[src/rtl/uart_rom_loader_pkg.sv]
// Shared definitions for the UART ROM boot loader.
//   - ROM write-port bus widths and write-strobe levels
//   - UART idle line level
//   - receiver FSM state encoding
package uart_rom_loader_pkg;

   localparam int   INST_ADDR_W   = 32;     // ROM byte address bus width
   localparam int   INST_W        = 32;     // ROM instruction word width
   localparam logic WRITE_ENABLE  = 1'b1;
   localparam logic WRITE_DISABLE = 1'b0;
   localparam logic UART_IDLE     = 1'b1;   // 8N1 line rests high

   typedef enum logic [1:0] {
      RX_IDLE,
      RX_START,
      RX_DATA,
      RX_STOP
   } rx_state_t;

endpackage

[src/rtl/uart_rx_byte.sv]
// 8N1 UART byte receiver.
// Ports:
//   clk, rst      system clock, synchronous active-high reset
//   rx_i          asynchronous serial input (idle high)
//   byte_o        received byte, valid while byte_valid_o is high
//   byte_valid_o  one-cycle pulse: byte received with a good stop bit
//   frame_err_o   one-cycle pulse: byte received with a low stop bit
//   start_o       one-cycle pulse on every start-bit detection
//   idle_o        receiver is waiting for a start bit
module uart_rx_byte
   import uart_rom_loader_pkg::*;
#(
   parameter int CLKS_PER_BIT = 10
) (
   input  logic       clk,
   input  logic       rst,
   input  logic       rx_i,
   output logic [7:0] byte_o,
   output logic       byte_valid_o,
   output logic       frame_err_o,
   output logic       start_o,
   output logic       idle_o
);

   localparam int TW = $clog2(CLKS_PER_BIT);
   localparam logic [TW-1:0] BIT_LAST  = TW'(CLKS_PER_BIT - 1);
   localparam logic [TW-1:0] HALF_LAST = TW'(CLKS_PER_BIT / 2 - 1);

   rx_state_t     state;
   logic          rx_m;
   logic          rx_s;
   logic [TW-1:0] bit_timer;
   logic [2:0]    bit_cnt;

   always_ff @(posedge clk) begin
      if (rst) begin
         rx_m         <= UART_IDLE;
         rx_s         <= UART_IDLE;
         state        <= RX_IDLE;
         bit_timer    <= '0;
         bit_cnt      <= '0;
         byte_o       <= '0;
         byte_valid_o <= 1'b0;
         frame_err_o  <= 1'b0;
         start_o      <= 1'b0;
         idle_o       <= 1'b1;
      end else begin
         rx_m         <= rx_i;
         rx_s         <= rx_m;
         byte_valid_o <= 1'b0;
         frame_err_o  <= 1'b0;
         start_o      <= 1'b0;
         case (state)
            RX_IDLE: begin
               if (rx_s == 1'b0) begin
                  state     <= RX_START;
                  bit_timer <= '0;
                  start_o   <= 1'b1;
                  idle_o    <= 1'b0;
               end
            end
            // Half a bit in: re-check the start bit so short glitches are ignored
            // and every later sample lands near mid-bit.
            RX_START: begin
               if (bit_timer == HALF_LAST) begin
                  bit_timer <= '0;
                  if (rx_s == 1'b0) begin
                     state   <= RX_DATA;
                     bit_cnt <= '0;
                  end else begin
                     state  <= RX_IDLE;
                     idle_o <= 1'b1;
                  end
               end else begin
                  bit_timer <= bit_timer + 1'b1;
               end
            end
            RX_DATA: begin
               if (bit_timer == BIT_LAST) begin
                  bit_timer <= '0;
                  byte_o    <= {rx_s, byte_o[7:1]};   // LSB arrives first
                  if (bit_cnt == 3'd7) state <= RX_STOP;
                  else                 bit_cnt <= bit_cnt + 1'b1;
               end else begin
                  bit_timer <= bit_timer + 1'b1;
               end
            end
            RX_STOP: begin
               if (bit_timer == BIT_LAST) begin
                  bit_timer <= '0;
                  state     <= RX_IDLE;
                  idle_o    <= 1'b1;
                  if (rx_s == UART_IDLE) byte_valid_o <= 1'b1;
                  else                   frame_err_o  <= 1'b1;
               end else begin
                  bit_timer <= bit_timer + 1'b1;
               end
            end
            default: begin
               state  <= RX_IDLE;
               idle_o <= 1'b1;
            end
         endcase
      end
   end

endmodule

[src/rtl/uart_rom_loader.sv]
// UART boot loader driving the instruction ROM write port.
// Bytes arriving on the serial line are packed little-endian into 32-bit
// words and written to consecutive word addresses from BASE_ADDR. A session
// begins at the first start bit and ends after TIMEOUT_BITS idle bit times.
// Ports:
//   clk, rst      system clock, synchronous active-high reset
//   uart_rx_i     asynchronous serial input (idle high)
//   w_addr_o      ROM write byte address (word aligned)
//   w_data_o      ROM write data
//   w_en_o        one-cycle write strobe per word
//   load_busy_o   download session in progress
//   load_done_o   sticky: last session ended by timeout
//   frame_err_o   sticky: a byte had a low stop bit
//   overflow_o    sticky: a word fell beyond the ROM and was dropped
module uart_rom_loader
   import uart_rom_loader_pkg::*;
#(
   parameter int          CLK_FREQ     = 50_000_000,
   parameter int          BAUD         = 115_200,
   parameter logic [31:0] BASE_ADDR    = 32'h0,
   parameter int          ADDR_SPAN    = 4096,
   parameter int          TIMEOUT_BITS = 32
) (
   input  logic                   clk,
   input  logic                   rst,
   input  logic                   uart_rx_i,
   output logic [INST_ADDR_W-1:0] w_addr_o,
   output logic [INST_W-1:0]      w_data_o,
   output logic                   w_en_o,
   output logic                   load_busy_o,
   output logic                   load_done_o,
   output logic                   frame_err_o,
   output logic                   overflow_o
);

   localparam int CLKS_PER_BIT = CLK_FREQ / BAUD;
   localparam int TO_CLKS      = TIMEOUT_BITS * CLKS_PER_BIT;
   localparam int IW           = $clog2(TO_CLKS);
   localparam logic [IW-1:0]          IDLE_LAST  = IW'(TO_CLKS - 1);
   localparam logic [INST_ADDR_W-1:0] ADDR_LIMIT = BASE_ADDR + 32'(ADDR_SPAN);

   logic [7:0]             rx_byte;
   logic                   byte_valid;
   logic                   ferr_pulse;
   logic                   rx_start;
   logic                   rx_idle;

   logic [INST_ADDR_W-1:0] addr;
   logic [INST_W-1:0]      word;
   logic [1:0]             byte_cnt;
   logic [IW-1:0]          idle_cnt;

   logic                   timeout;
   logic                   do_write;
   logic [INST_W-1:0]      write_word;

   uart_rx_byte #(
      .CLKS_PER_BIT (CLKS_PER_BIT)
   ) u_rx (
      .clk          (clk),
      .rst          (rst),
      .rx_i         (uart_rx_i),
      .byte_o       (rx_byte),
      .byte_valid_o (byte_valid),
      .frame_err_o  (ferr_pulse),
      .start_o      (rx_start),
      .idle_o       (rx_idle)
   );

   // A word is committed either when its fourth byte lands or when the
   // session times out holding a partial word (upper bytes stay zero).
   always_comb begin
      timeout    = load_busy_o && rx_idle && (idle_cnt == IDLE_LAST);
      do_write   = (byte_valid && (byte_cnt == 2'd3)) || (timeout && (byte_cnt != 2'd0));
      write_word = byte_valid ? {rx_byte, word[23:0]} : word;
   end

   always_ff @(posedge clk) begin
      if (rst) begin
         w_addr_o    <= '0;
         w_data_o    <= '0;
         w_en_o      <= WRITE_DISABLE;
         load_busy_o <= 1'b0;
         load_done_o <= 1'b0;
         frame_err_o <= 1'b0;
         overflow_o  <= 1'b0;
         addr        <= BASE_ADDR;
         word        <= '0;
         byte_cnt    <= '0;
         idle_cnt    <= '0;
      end else begin
         w_en_o <= WRITE_DISABLE;

         if (ferr_pulse) frame_err_o <= 1'b1;

         if (rx_start) begin
            idle_cnt <= '0;
         end else if (load_busy_o && rx_idle) begin
            if (timeout) idle_cnt <= '0;
            else         idle_cnt <= idle_cnt + 1'b1;
         end

         if (timeout) begin
            load_busy_o <= 1'b0;
            load_done_o <= 1'b1;
         end

         if (do_write) begin
            if (addr < ADDR_LIMIT) begin
               w_en_o   <= WRITE_ENABLE;
               w_addr_o <= addr;
               w_data_o <= write_word;
               addr     <= addr + 32'd4;
            end else begin
               overflow_o <= 1'b1;
            end
            byte_cnt <= '0;
            word     <= '0;
         end else if (byte_valid) begin
            word[{byte_cnt, 3'b000} +: 8] <= rx_byte;
            byte_cnt                      <= byte_cnt + 1'b1;
         end

         // A start bit outside a session opens a fresh one; it cannot coincide
         // with a byte or a timeout, so it simply takes over the session state.
         if (rx_start && !load_busy_o) begin
            load_busy_o <= 1'b1;
            load_done_o <= 1'b0;
            addr        <= BASE_ADDR;
            byte_cnt    <= '0;
            word        <= '0;
         end
      end
   end

endmodule

[config.mk]
export PLATFORM = sky130hd
export DESIGN_NAME = uart_rom_loader
export DESIGN_NICKNAME = d
export VERILOG_FILES = /design/src/rtl/uart_rom_loader_pkg.sv /design/src/rtl/uart_rx_byte.sv /design/src/rtl/uart_rom_loader.sv
export SDC_FILE = /design/constraint.sdc
export NUM_CORES = 1
export LEC_CHECK = 0
export ABC_AREA = 1
export CORE_MARGIN = 2
export CORE_UTILIZATION = 56
export DETAILED_ROUTE_END_ITERATION = 16
export MAX_ROUTING_LAYER = met4
export PLACE_DENSITY = 0.78
export SLEW_MARGIN = 5
export SYNTH_ARGS = -nofsm -noshare
export SYNTH_HDL_FRONTEND = slang
export SYNTH_SLANG_ARGS = --single-unit
[constraint.sdc]
create_clock -name clk -period 2.4 [get_ports clk]
set_clock_uncertainty 0.05 [all_clocks]
set_input_delay 0.72 -clock clk [delete_from_list [all_inputs] [get_ports clk]]
set_output_delay 0.72 -clock clk [all_outputs]
set_load 0.02 [all_outputs]
Word-level counts from Yosys, hierarchy flattened
Cells that the tools add are included.

Register bits: 177. Word-level logic and storage cells: 105.

Add/subtract/negate cells: 6. $lt $le $gt $ge: 1. Eq/ne operators: 16. Shift operators: 2. Muxes and demuxes: 29. Bitwise operators: 5. Reduce and logical (&&, ||, !) cells: 25.

Operator list (count): $add A32 B3 Y32 const B (1); $bwmux W32 (1); $lt A32 B13 Y1 const B (1); $mux W32 (1); $shift A8 B7 Y32 const A (1); $shiftx A8 B7 Y32 (1); $mux W9 (3); $pmux W9 S3 (1); $reduce_and A5 Y1 (3); $add A14 B1 Y14 const B (1); $eq A14 B14 Y1 const B (1); $mux W14 (1); $mux W2 (6); $mux W3 (4); $ne A2 B1 Y1 const B (5); $reduce_or A2 Y1 (5); $add A9 B1 Y9 const B (1); $eq A9 B8 Y1 const B (1); $eq A9 B9 Y1 const B (1); $mux W1 (9); $pmux W2 S4 (1); $neg A5 Y7 (1); $eq A2 B2 Y1 const B (3); $ne A2 B2 Y1 const B (3); 15 further kinds (28).

Logic depth before layout (Yosys ltp)
Gate-level depths: netlist (run 1).

Depth in word-level cells: 6. Depth in mapped cells: 12.

Hierarchy
A second synthesis (run 1) with hierarchy kept.

Cell total of the unflattened synthesis: 921. Area, all modules: 7023.0 um^2.

Modules (own cells, without submodules): uart_rom_loader (times used 1, cells an instance 720, area an instance 5592.9 um^2); uart_rx_byte (times used 1, cells an instance 201, area an instance 1430.1 um^2).

Worst setup path before layout (run 1)
OpenSTA, ideal clock, no wires.

Kind: register -> register. Start point: register byte_cnt[0]. End point: register w_addr_o[6]. Arrival: 1884 ps. Setup slack: 353 ps. Cell stages (with the launch flop): 13. Buffers on the path: 3. Clock period less this slack: 2047 ps. Cells stage by stage: dfxtp_1 > inv_1 > clkbuf_1 > ha_1 > buf_4 > clkinv_1 > nand3_2 > nand2_2 > nand2_2 > clkinv_2 > buf_6 > nor2_1 > nor2_1.

Longest elaborated chain between the ends: 4.

RTL lines: start: declaration (RTL line uart_rom_loader.sv:50) `logic [1:0] byte_cnt;`; start signal: assignment (RTL line uart_rom_loader.sv:121) `byte_cnt <= byte_cnt + 1'b1;`; $eq A2 B2 Y1 or $reduce_bool A2 Y1 (tied branches) (RTL line uart_rom_loader.sv:74) `do_write = (byte_valid && (byte_cnt == 2'd3)) || (timeout && (byte_cnt != 2'd0));`; $logic_and A1 B1 Y1 (RTL line uart_rom_loader.sv:74); $logic_or A1 B1 Y1 (*) (RTL line uart_rom_loader.sv:74); $reduce_and A2 Y1 (no line) (*); end signal: assignment (RTL line uart_rom_loader.sv:111) `w_addr_o <= addr;`; end: declaration (RTL line uart_rom_loader.sv:27) `output logic [INST_ADDR_W-1:0] w_addr_o,`.

Every way passes the cells marked *; elsewhere a longest branch is shown, timed or not. A chain may end at the register's enable or synchronous reset.

Worst setup path in the final report (run 1)
Start point: register load_busy_o. End point: output port load_busy_o.

RTL lines: start: declaration (RTL line uart_rom_loader.sv:30) `output logic load_busy_o,`; start signal: assignment (RTL line uart_rom_loader.sv:83) `load_busy_o <= 1'b0;`; start signal: assignment (RTL line uart_rom_loader.sv:104) `load_busy_o <= 1'b0;`; start signal: assignment (RTL line uart_rom_loader.sv:127) `load_busy_o <= 1'b1;`.

No word-level cell between the ends.

==> out/summary.md, run 1 <==
The run finished with clean final reports. In this run the mean area of a mapped cell was 7.62 µm². For the flip-flop and latch area, the log shows 0.00346 mm².

The detailed-route wire length per cell is 12.6 µm. Setup repair after global routing left no endpoint under its margin. The H-tree generated during clock tree synthesis spans 4 levels. The pre-antenna-repair detailed-routing pass consisted of 5 iterations. For the clock sink count, the log shows 173. On the worst path, the slowest cell contributes a delay of 650 ps. In this run, the number of DRC markers left after iteration 0 of detailed routing was 355.

The tools report the leakage component of the power as 3.25 nW. In this design, the largest share of critical-path delay is due to buffers and inverters. The data required time at the worst endpoint was 1630 ps.

The nature of the critical path startpoint was a register. For the utilization of the core after routing, the log shows 0.698. The tools report the total area of multi-input combinational cells as 0.00301 mm². The logs give 25300 µm for the wire length of the first global-routing pass and 0 for the number of antenna violations at the first check in global routing. In this run the tool buffered the top-level ports with 69 buffer cells.

After routing, the total negative slack on setup checks comes to 0 ps. By startpoint and endpoint, the worst setup path is classified as reg2out. The part of the Yosys area used for sequential elements came out at 0.492. Vias after detailed routing: 5971.

The cell with the largest stage delay on the worst path was clkdlybuf4s50_1. The period utilization was 0.939; the initial cell density of the core was 0.579. The leftover overflow at the end of global routing was 0. The fraction of the mapped netlist area in compound gates is 0.0919, and the core outline area is 0.0122 mm².

The min-delay analysis places its worst path in the category reg2reg. The via-per-instance ratio is 5.09. Overall track demand over capacity in global routing: 0.243.

Walking the worst path, the cells encountered are clkdlybuf4s50_1. The run gives 40 as the count of standard-cell rows. The synthesized design contains 173 register bits. The hold violation total from the final report was 0; the via count of the first global-routing pass was 5568. For the final hold slack, the log shows 368 ps. The tools report the number of nets still failing antenna checks after routing as 0. Number of buffers created by CTS: 17. The net count of the finished layout is 1008. The worst path needs 2250 ps of the cycle, external delays included. Fraction of final layout cells with drive strength greater than 1: 0.0687. The Yosys warning count is 0. The combined buffer and inverter count along the critical path is 1.

The tool flagged a number of max-cap violations equal to 0. The adder and majority gate portion of the synthesized area was 0.0231; the final-layout fill cell count was 1026. The final wirelength was 14800 µm. The floorplan die height works out to 116 µm. The repair_antennas step left the layout with diodes totalling 0.

Setup violations remaining at the end of the flow were counted as 0. TritonCTS built the clock tree. The remaining design rule violation count was 0; the largest net degree at the start of global routing was 58. The worst setup path is captured at a primary output. Clock latency on the worst-skew pair, taken at its later pin, is 430 ps.

For the highest attainable clock frequency, the log shows 444 MHz. STA puts the critical path data arrival time at 1480 ps. Multiplexer share of the synthesized area: 0. In this run, distinct cell masters in the synthesized netlist total 36. The maximum fanout along the worst path was 4. The number of top-level pins was 72.

The synthesized instance count was 924. The clock passes through at most 2 buffers. Transition time at the pin with the least slew margin: 537 ps.

The share of the synthesized netlist area taken by xor and xnor gates is 0.00996. The simple logic cell fraction of the synthesized area is 0.302, and the instance area at placement is 0.00787 mm². The run gives 0.00704 mm² as the netlist area before placement. The weighted congestion reported at the end of routability-driven placement was 0.913; the synthesis-to-layout area growth was 20.6%. The floorplan step defined a die boundary enclosing 0.0135 mm².

The ratio of total power to cell area was 704 mW/mm²; the horizontal die dimension was 116 µm. Clock tree synthesis selected as its root buffer the cell clkbuf_16. The logs give 534 µV for the maximum vdd drop and 0.00848 mm² for the area of all placed cells without fillers.

The logs give 9820 µm for the sum of net half-perimeters after detailed placement and 0 for the number of pins exceeding their max-slew limit in the final report. The remaining max-slew budget at the tightest pin was 0.640; the clock slew seen by the registers of the worst setup and hold paths was 60 ps. Largest family of logic cells by synthesized area: simple AND/OR/NAND/NOR gates.
-- through the flow --
| stage | power, mW | setup slack, ps | std cells |
|---|---|---|---|
| CTS | 6.01 | 124 | 1173 |
| detailed placement | 3.16 | 188 | 1141 |
| global placement | 3.16 | 243 | 1141 |
| finish | 5.97 | 146 | 1173 |
| global route | 6.17 | 79.8 | 1173 |
| floorplan | 3.10 | 353 | 925 |
-- final timing paths --
| check | from | endpoint | slack, ps | cells after the start |
|---|---|---|---|---|
| hold reg to reg | u_rx.rx_m | u_rx.rx_s | 370 | 1 |
| hold / removal | u_rx.rx_m | u_rx.rx_s | 370 | 1 |
| setup reg to reg | byte_cnt[0] | word[18] | 350 | 7 |
| setup / recovery | load_busy_o | load_busy_o | 150 | 1 |
-- synthesized netlist by cell type, drive strengths merged --
library cell	count	area, µm²
a211oi	1	7.51
a21oi	51	259
a22oi	24	180
a32oi	8	70.1
buf	31	209
clkbuf	9	33.8
clkinv	4	17.5
conb	1	3.75
dfxtp	173	3460
ha	13	163
inv	82	308
nand2	168	643
nand3	49	250
nand3b	30	225
nand4	9	56.3
nor2	216	821
nor3	19	95.1
nor3b	1	7.51
o2111ai	1	8.76
o21ai	19	98.9
o21bai	1	7.51
o31ai	2	15.0
or2	4	25.0
xnor2	2	17.5
xor2	6	52.6
-- repair_timing --
action / 4_1_cts / 5_1_grt
buffers inserted: 0 / 0
gates resized for setup: 0 / 1
hold buffers: 0 / 0
endpoints found under the hold margin: 0 / 0
endpoints found under the setup margin: 0 / 8
-- power by group --
part / switching (mW) / total (mW) / internal [mW]
logic: 0.137 / 0.199 / 0.0621
registers: 0.0163 / 2.90 / 2.89
clock network: 1.11 / 2.87 / 1.76
-- sequential cells by signal (all words and copies together), names as in the netlist, 2 cells and up, named ones only --
register and flops:
addr 30, w_addr_o 30, u_rx.byte_o 8, u_rx.bit_timer 9
u_rx.bit_cnt 3, idle_cnt 14, w_data_o 32, word 32
byte_cnt 2
-- cells by family (layout without fill, tap and decap cells) --
logic type / Yosys count / count (layout)
other: 1 / 2
buffers and inverters: 126 / 206
AO/OA/AOI/OAI: 107 / 107
adder cells (fa/ha/maj): 13 / 13
XOR/XNOR: 8 / 8
AND/OR/NAND/NOR: 496 / 496
flip-flops: 173 / 173
-- cell usage in the layout, fill, tap and decap left out, drive strengths merged --
master	instances
ha	13
xnor2	2
o21ai	19
nand2	168
nand4	9
nor3	19
nand3	49
clkbuf	20
dfxtp	173
a211oi	1
a32oi	8
xor2	6
or2	4
a22oi	24
nor3b	1
nor2	216
o21bai	1
bufinv	4
clkdlybuf4s50	69
conb	2
inv	83
buf	19
nand3b	30
o2111ai	1
o31ai	2
clkinvlp	2
a21oi	51
clkinv	9
-- routing by layer --
metal | track usage | vias to the layer above | part of all wire
met2 | 0.383 | 146 | 0.47
met3 | 0.0716 | 27 | 0.048
met1 | 0.299 | 2703 | 0.46
met5 | - | - | 0
li1 | - | 3095 | -
met4 | 0.0849 | 0 | 0.018
-- layout make-up --
cell class,instances,area share
Inverter,86,0.0385
Clock buffer,20,0.0526
Timing Repair Buffer,88,0.101
Sequential cell,173,0.408
Clock inverter,12,0.0199
Tap cell,168,0.0248
Multi-Input combinational cell,626,0.355
(Power assumes the default switching activity.)
==> run 2, diff against run 1 <==
Settings changed: CORE_UTILIZATION 56 to 55, GPL_ROUTABILITY_DRIVEN set to 0, PLACE_DENSITY 0.78 to 0.77.
Clock period 2.4 ns to 2.65 ns, I/O delays scaled along.
==> run 2 against run 1 <==
Net effect: power fell by 8.5%; clock power fell by 7.3%; die area rose by 1.8%; via count rose by 0.45%; highest routed layer unchanged.
==> out/summary.md, run 2 (synthesized netlist as in run 1, its figures left out) <==
The flow ran to the end, and the final reports show no timing, DRC or antenna violations. Critical path depth: 1. In this run the worst path has a maximum fanout of 4. The tree is rooted in a clkbuf_16. The total area inside the core boundary comes to 0.0126 mm². The worst setup path is captured at a primary output. The logs give 41 for the count of standard-cell rows and 5 for the iteration count of the initial detailed-routing pass. The run gives 0.560 as the initial cell density of the core.

The H-tree depth is 4, and the clock network fraction of total power is 0.487. Setup total negative slack on the finished layout was measured at 0 ps. The most critical setup path has its endpoint at load_busy_o. The combined buffer and inverter count along the critical path is 1. The overall track demand over capacity in global routing came out at 0.237. The remaining max-slew budget at the tightest pin was 0.625. The run gives 371 as the violation count after the first detailed-route iteration. Detailed placement ended at an HPWL of 9820 µm.

The logs give 0 for the remaining design rule violation count and 0 for the number of nets still failing antenna checks after routing. The number of buffers inserted by post-CTS setup repair is 0, and the number of setup violations in the final report is 0. The final net count is 1003.

In this run the critical register-to-register path is captured at w_data_o[15]. The slowest stage of the critical path is the clkdlybuf4s50_1 cell. The switching power was 1.16 mW.

In this run the critical register-to-register path is launched from byte_cnt[0]. The ratio of total power to cell area works out to 644 mW/mm². Placement-stage worst setup slack: 414 ps. Across the VDD grid, the largest voltage drop is 411 µV.

The run gives 0.033 as the part of the power in combinational logic. The data required time at the worst endpoint was 1810 ps. The logs give 2 for the maximum buffer depth of the clock tree and 0 for the hold violation total from the final report. The detailed router placed 5998 vias in this run.

The run gives 1520 ps as the endpoint arrival time on the critical path. Compared with the post-synthesis result, the final layout area differs by 20.6%. The worst hold path belongs to the class reg2reg.

The tools report the share of power burned in registers as 0.481. For the pin with the worst max-slew slack, the measured transition is 563 ps. Period utilization: 0.891.

The run gives 460 ps as the slack of the worst reg-to-reg path. The floorplan step defined a die boundary enclosing 0.0137 mm². Hold repair after CTS inserted 0 buffers.

For this run, the top clock speed supported by timing is 424 MHz. Traced cell by cell, the critical path runs through clkdlybuf4s50_1. The nature of the critical path startpoint was a register.

The critical path in this run is classified as reg2out. The detailed-route wire length per cell was 12.6 µm. For the number of pins exceeding their max-slew limit in the final report, the log shows 0. Cell internal power was estimated by the tool at 4.31 mW. The most frequent standard cell in the layout excluding fill and tap cells was nor2_1.

TritonCTS built the clock tree. The first global-routing pass estimated 24800 µm of wire. The largest registers in the layout are w_data_o: 32 flops, word: 32 flops.

Family of cells with the greatest summed delay on the critical path: buffers and inverters. Final wirelength: 14800 µm. Launching instance or port of the critical path: load_busy_o.

Clock latency on the worst-skew pair, taken at its later pin, is 430 ps. The number of cells on the worst reg-to-reg path is 9. The via-per-instance ratio was 5.12. Across the run, the number of max-cap violations was 0. On the worst path, the slowest cell contributes a delay of 660 ps. Setup repair after global routing left no endpoint under its margin. The leakage component of the power was 3.24 nW; the clock slew seen by the registers of the worst setup and hold paths was 60 ps. The smallest setup slack after layout was 290 ps; the time the worst path needs with I/O delays and setup was 2360 ps. The die is 117 µm wide. The number of buffers added on ports was 69. For the number of antenna violations at the first check in global routing, the log shows 0. Clock tree synthesis found a total of 173 sinks.

The number of antenna diodes in the final layout is 0. The logs give 5469 for the via count of the first global-routing pass and 0 for the number of cells upsized or downsized after cts. Leaving out fill and tap cells, the most frequent cells in the layout are nor2_1, dfxtp_1, nand2_1. The number of clock buffers added by TritonCTS is 17. Fraction of final layout cells with drive strength greater than 1: 0.0650. After global routing the overflow that remains totals 0.

For the post-route total power, the log shows 5.46 mW. The run gives 58 as the largest net degree at the start of global routing. The number of top-level pins is 72, and the switching part of the total power is 0.212. Floorplan die height: 117 µm.
## run 2: cell count changes in the layout (fill, tap and decap cells not counted), sizes merged
| cell | change |
|---|---|
| buf | -5 |
| inv | +3 |
| clkinv | -2 |
| clkinvlp | -1 |
## run 2: stage by stage
stage               hold WS (ps)  instance area [µm²]   util  std cells
floorplan                    339                 7040      -        925
global placement             343                 7850  0.624       1140
detailed placement           344                 7850  0.624       1140
CTS                          359                 8490  0.675       1172
global route                 394                 8490  0.675       1172
finish                       358                 8490  0.675       1172
## run 2: per-layer routing
metal,vias to the layer above,part of all wire,GRT usage,wire length [µm]
met5,-,0,-,0
met4,0,0.022,0.104,323
met3,23,0.050,0.0510,742
li1,3084,-,-,-
met2,140,0.48,0.374,7030
met1,2751,0.45,0.292,6680
## run 2: how the worst min path moves through the flow
stage / startpoint / endpoint / slack [ps] / depth (start not counted)
4_1_cts: u_rx.rx_m / u_rx.rx_s / 360 / 1
5_1_grt: u_rx.rx_m / u_rx.rx_s / 390 / 1
3_5_place_dp: u_rx.rx_m / u_rx.rx_s / 340 / 1
2_1_floorplan: u_rx.rx_m / u_rx.rx_s / 340 / 1
6_report: u_rx.rx_m / u_rx.rx_s / 360 / 1
3_3_place_gp: u_rx.rx_m / u_rx.rx_s / 340 / 1
## run 2: area by class of cell
class | count | area (µm²)
clock inverters | 12 | 181
inverters | 86 | 325
fillers | 1089 | 4080
repair buffers | 83 | 833
multi-input cells | 626 | 3010
flip-flops and latches | 173 | 3460
clock buffers | 20 | 457
well taps | 172 | 215
## run 2: power by group through the flow
stage	combinational (mW)	sequential (mW)	clock, mW
after floorplan	0.129	2.68	0
after global placement	0.174	2.68	0
after detailed placement	0.177	2.68	0
after CTS	0.179	2.63	2.69
after global routing	0.202	2.63	2.81
final	0.179	2.63	2.66
==> run 3, diff against run 2 <==
Settings changed: SLEW_MARGIN 5 to 20.
==> results of run 3 <==
Final layout, timing and power as in run 2 (identical DEF).
